**src/rtl/wb_arb_pkg.sv**
```systemverilog
// Shared definitions for the two-master Wishbone arbiter:
// the FSM state encoding and the master index constants.
package wb_arb_pkg;

  typedef enum logic [1:0] {
    IDLE = 2'd0,
    GNT0 = 2'd1,
    GNT1 = 2'd2
  } arb_state_t;

  localparam logic M0 = 1'b0;
  localparam logic M1 = 1'b1;

endpackage

```
**src/rtl/wb_arb_pick.sv**
```systemverilog
// Combinational tie-break for the 2:1 Wishbone arbiter.
// WB_ARB_ROUND_ROBIN_EN selects round-robin ties; otherwise master 1 always wins a tie.
module wb_arb_pick
  import wb_arb_pkg::*;
(
  input  logic req0,
  input  logic req1,
  input  logic last_grant,
  output logic win
);

`ifdef WB_ARB_ROUND_ROBIN_EN
  // On a tie the master that did not own the bus most recently goes next.
  always_comb begin
    win = M0;
    if (req0 && req1) begin
      win = ~last_grant;
    end else if (req1) begin
      win = M1;
    end
  end
`else
  logic unused_last_grant;
  assign unused_last_grant = last_grant;

  // Master 1 (data bus) has fixed priority on a tie.
  always_comb begin
    win = M0;
    if (req1) begin
      win = M1;
    end
  end
`endif

endmodule

```
**src/rtl/wb_arbiter_2to1.sv**
```systemverilog
// Two-master to one-slave Wishbone arbiter: registered grant FSM, output muxes.
// Optional macro WB_ARB_ROUND_ROBIN_EN enables round-robin tie-breaking.
module wb_arbiter_2to1
  import wb_arb_pkg::*;
#(
  parameter int ADDR_WIDTH = 32,
  parameter int DATA_WIDTH = 32
) (
  input  logic                      wb_clk_i,
  input  logic                      wb_rst_i,

  input  logic [ADDR_WIDTH-1:0]     m0_adr_i,
  input  logic [DATA_WIDTH-1:0]     m0_dat_i,
  input  logic                      m0_we_i,
  input  logic [DATA_WIDTH/8-1:0]   m0_sel_i,
  input  logic                      m0_stb_i,
  input  logic                      m0_cyc_i,
  output logic [DATA_WIDTH-1:0]     m0_dat_o,
  output logic                      m0_ack_o,

  input  logic [ADDR_WIDTH-1:0]     m1_adr_i,
  input  logic [DATA_WIDTH-1:0]     m1_dat_i,
  input  logic                      m1_we_i,
  input  logic [DATA_WIDTH/8-1:0]   m1_sel_i,
  input  logic                      m1_stb_i,
  input  logic                      m1_cyc_i,
  output logic [DATA_WIDTH-1:0]     m1_dat_o,
  output logic                      m1_ack_o,

  output logic [ADDR_WIDTH-1:0]     s_adr_o,
  output logic [DATA_WIDTH-1:0]     s_dat_o,
  output logic                      s_we_o,
  output logic [DATA_WIDTH/8-1:0]   s_sel_o,
  output logic                      s_stb_o,
  output logic                      s_cyc_o,
  input  logic [DATA_WIDTH-1:0]     s_dat_i,
  input  logic                      s_ack_i
);

  arb_state_t state, state_nxt;
  logic       req0, req1;
  logic       win;
  logic       last_grant;

  assign req0 = m0_cyc_i & m0_stb_i;
  assign req1 = m1_cyc_i & m1_stb_i;

  wb_arb_pick u_pick (
    .req0       (req0),
    .req1       (req1),
    .last_grant (last_grant),
    .win        (win)
  );

  always_ff @(posedge wb_clk_i or posedge wb_rst_i) begin
    if (wb_rst_i) begin
      state <= IDLE;
    end else begin
      state <= state_nxt;
    end
  end

`ifdef WB_ARB_ROUND_ROBIN_EN
  // Reset value M1 lets master 0 take the first tie.
  always_ff @(posedge wb_clk_i or posedge wb_rst_i) begin
    if (wb_rst_i) begin
      last_grant <= M1;
    end else if ((state == IDLE) && (req0 || req1)) begin
      last_grant <= win;
    end
  end
`else
  assign last_grant = M1;
`endif

  // Ownership is released only when the owner drops cyc, so bursts are never split.
  always_comb begin
    state_nxt = state;
    case (state)
      IDLE: begin
        if (req0 || req1) begin
          state_nxt = (win == M1) ? GNT1 : GNT0;
        end
      end
      GNT0: begin
        if (!m0_cyc_i) begin
          state_nxt = IDLE;
        end
      end
      GNT1: begin
        if (!m1_cyc_i) begin
          state_nxt = IDLE;
        end
      end
      default: state_nxt = IDLE;
    endcase
  end

  always_comb begin
    s_adr_o  = '0;
    s_dat_o  = '0;
    s_we_o   = 1'b0;
    s_sel_o  = '0;
    s_stb_o  = 1'b0;
    s_cyc_o  = 1'b0;
    m0_ack_o = 1'b0;
    m1_ack_o = 1'b0;
    case (state)
      GNT0: begin
        s_adr_o  = m0_adr_i;
        s_dat_o  = m0_dat_i;
        s_we_o   = m0_we_i;
        s_sel_o  = m0_sel_i;
        s_stb_o  = m0_stb_i;
        s_cyc_o  = m0_cyc_i;
        m0_ack_o = s_ack_i;
      end
      GNT1: begin
        s_adr_o  = m1_adr_i;
        s_dat_o  = m1_dat_i;
        s_we_o   = m1_we_i;
        s_sel_o  = m1_sel_i;
        s_stb_o  = m1_stb_i;
        s_cyc_o  = m1_cyc_i;
        m1_ack_o = s_ack_i;
      end
      default: ;
    endcase
  end

  assign m0_dat_o = s_dat_i;
  assign m1_dat_o = s_dat_i;

endmodule

```
**config.mk**
```make
export PLATFORM = sky130hd
export DESIGN_NAME = wb_arbiter_2to1
export DESIGN_NICKNAME = d
export VERILOG_FILES = /design/src/rtl/wb_arb_pkg.sv /design/src/rtl/wb_arb_pick.sv /design/src/rtl/wb_arbiter_2to1.sv
export SDC_FILE = /design/constraint.sdc
export NUM_CORES = 1
export LEC_CHECK = 0
export ABC_AREA = 1
export CORE_AREA = 2 2 122 124
export DETAILED_ROUTE_END_ITERATION = 8
export DIE_AREA = 0 0 124 126
export GPL_ROUTABILITY_DRIVEN = 1
export MAX_ROUTING_LAYER = met4
export PLACE_DENSITY = 0.58
export SKIP_CTS_REPAIR_TIMING = 1
export SYNTH_ARGS = -nofsm -noshare
export SYNTH_HDL_FRONTEND = slang
export SYNTH_SLANG_ARGS = --single-unit
export TNS_END_PERCENT = 20
```
**constraint.sdc**
```tcl
create_clock -name wb_clk_i -period 1.9 [get_ports wb_clk_i]
set_input_delay 0.38 -clock wb_clk_i [delete_from_list [all_inputs] [get_ports wb_clk_i]]
set_output_delay 0.38 -clock wb_clk_i [all_outputs]
set_load 0.02 [all_outputs]
```
==> reports/metrics.cfg <==
[drt]
wl_met3_mm=1.226
vias_per_cell=3.897
wl_met1_mm=3.912
ant_nets=0
drtIter0Drc=70
dr.pass1.iters=6
wl_mm=10.61
wl_per_cell_um=15.55
routed.top_layer=met4
drc=0
met2_wirelength_mm=5.224
vias=2658

[pwr]
pwr-share-clk_pct=7.2
p_int_mw=2.187
p_comb_share_pct=91.3
seqPwrFrac_pct=1.6
p_total_mw=4.374
power_switching_mw=2.187
p_per_area_nw_per_um2=1049
ir_worst_vdd_mv=0.3935
p_sw_share_pct=49.99
p_leak_nw=1.650

[floorplanning]
core_sq_um=14310
dieHeight_um=126
io_pins=314
die_w_um=124
start_util_pct=12.07
fp.dieArea_sq_um=15620
rows=44

[yosys]
synthAdderAreaFrac_pct=2.172
synthXorXnorAreaFrac_pct=0
ys_types=11
yosysWarnings=0
synth-seq-cells=2
synth_top_family_by_area=buffers and inverters
synth_nets=510
syn-instance-count=330
synth_compound_area_share_pct=20.28
synthMuxAreaShare_pct=0
yosys.area_share.simple_pct=34.69
synth_area_sq_um=1728
ys_seq_area_share_pct=2.896
avgSynthCellArea_sq_um=5.236

[clocking]
numClockSinks=2
cts-root-buf=clkbuf_16
cts_made_buffers=3
cts_tree=built
path_clk_slew_ps=30
insertion_delay_ps=220
clk_path_buf_depth=2
h-tree-depth=1

[sta]
clock.fmax_mhz=522.7
final_max_slew_viol_count=0
rsz0062_at_grt=true
worst_pin_slew_ps=156.4
setup_slack_ps=-13.13
clock_skew_ps=0.4867
finalSetupViolCount=5
fin_crit_ps=1913
final.setup.tns_ps=-21.10
relSlewSlack_pct=89.54
final_hold_viol_count=0
fin_crit_sh_pct=100.7

[cells_and_area]
multiInputGateArea_sq_um=1170
final_cell_mix=nand2_1, clkdlybuf4s50_1, buf_4, a21oi_1, a21oi_2
antennaDiodeCount=0
syn_to_final_growth_pct=141.4
final_area_sq_um=4172
fillers=1614
drive_gt1_share_pct=31.53
register_area_sq_um=50.05
fin_nets=680
top_register=state
largestRegisters=state (2)
largest_register_ff_count=2
final_common_cell=nand2_1

[grt]
grtUsageTotal_pct=9.872
antenna_found_initial=0
grt_pass1_wl_mm=12.08
grt_max_degree=46
first_global_vias=2499
overflow=0

[worst_setup_path]
crit_fanout=15
cp_data_required_time_ps=1520
rrSetupSlack_ps=380
path_buf_inv=4
worstPathCellList=inv_2, ha_1, inv_4, clkbuf_16, a21oi_1, buf_4
cpLargestDelayFamily=buffers and inverters
reg2reg_to=state[1]$_DFFE_PP0P_
slowest_stage=dfrtp_1
max_stage_delay_ps=360
cp-start-kind=flip-flop
reg2regPathDepth=11
worstSetupPathType=flip-flop to primary output
crit_start=state[1]$_DFFE_PP0P_
worstSetupEndpointType=primary output
worstPathArrival_ps=1530
reg2reg_from=state[1]$_DFFE_PP0P_

[placed_design]
post_dp_cell_area_sq_um=3623
routabilityCongestion=0.7060
hpwl_mm=6.598
numPortBuffers=217

[run]
maxCapViolCount=0

[status]
status=complete, but fails checks
failed_checks=setup timing

[min_path]
hold_path.class=primary input to async pin

## power by group through the flow
stage	clock, mW	combinational [mW]	sequential, mW
after floorplan	0	1.79	0.0658
after detailed placement	0	2.98	0.0658
after global routing	0.327	4.29	0.0702
after CTS	0.317	2.98	0.0653
final	0.313	3.99	0.0687
after global placement	0	2.99	0.0646
## metrics by stage
stage	std cells	util [%]	hold slack (ps)	setup slack (ps)
2_1_floorplan	330	-	121.2	245.3
3_3_place_gp	657	25.31	567.1	-292.6
3_5_place_dp	657	25.31	585.8	-326.1
4_1_cts	660	25.84	366.0	-571.9
5_1_grt	682	29.14	378.0	-80.78
6_report	682	29.14	360.9	-13.13
## cell usage after synthesis (all sizes together)
master	number	area, sq um
ha	3	37.54
dfrtp	2	50.05
nor2	2	7.510
inv	9	33.78
clkbuf	7	26.28
nand3	2	10.01
nand2	155	581.8
a21oi	70	350.3
buf	80	630.6
## how the worst max path moves through the flow
stage	endpoint	slack, ps	depth (start not counted)
floorplan	s_adr_o[10]	250	5
global placement	s_dat_o[17]	-290	6
detailed placement	s_dat_o[17]	-330	6
CTS	s_dat_o[17]	-570	6
global route	s_adr_o[0]	-80	7
finish	s_dat_o[16]	-10	6
## logic make-up after synthesis
logic type | Yosys count
AO/OA/AOI/OAI | 70
adder cells (fa/ha/maj) | 3
buffers and inverters | 96
flip-flops | 2
AND/OR/NAND/NOR | 159
## layout make-up
| type | instances | area share [%] |
|---|---|---|
| Inverter | 9 | 0.9298 |
| Timing Repair Buffer | 252 | 62.51 |
| Sequential cell | 2 | 1.200 |
| Clock buffer | 3 | 1.800 |
| Multi-Input combinational cell | 232 | 28.04 |
| Tap cell | 184 | 5.519 |
## routing by layer
metal	global-route usage (%)	vias up
met4	3.900	0
met2	17.52	174
li1	-	1315
met1	9.893	1143
met5	-	-
met3	3.216	26
No activity file was read; power rests on OpenSTA's default activity.
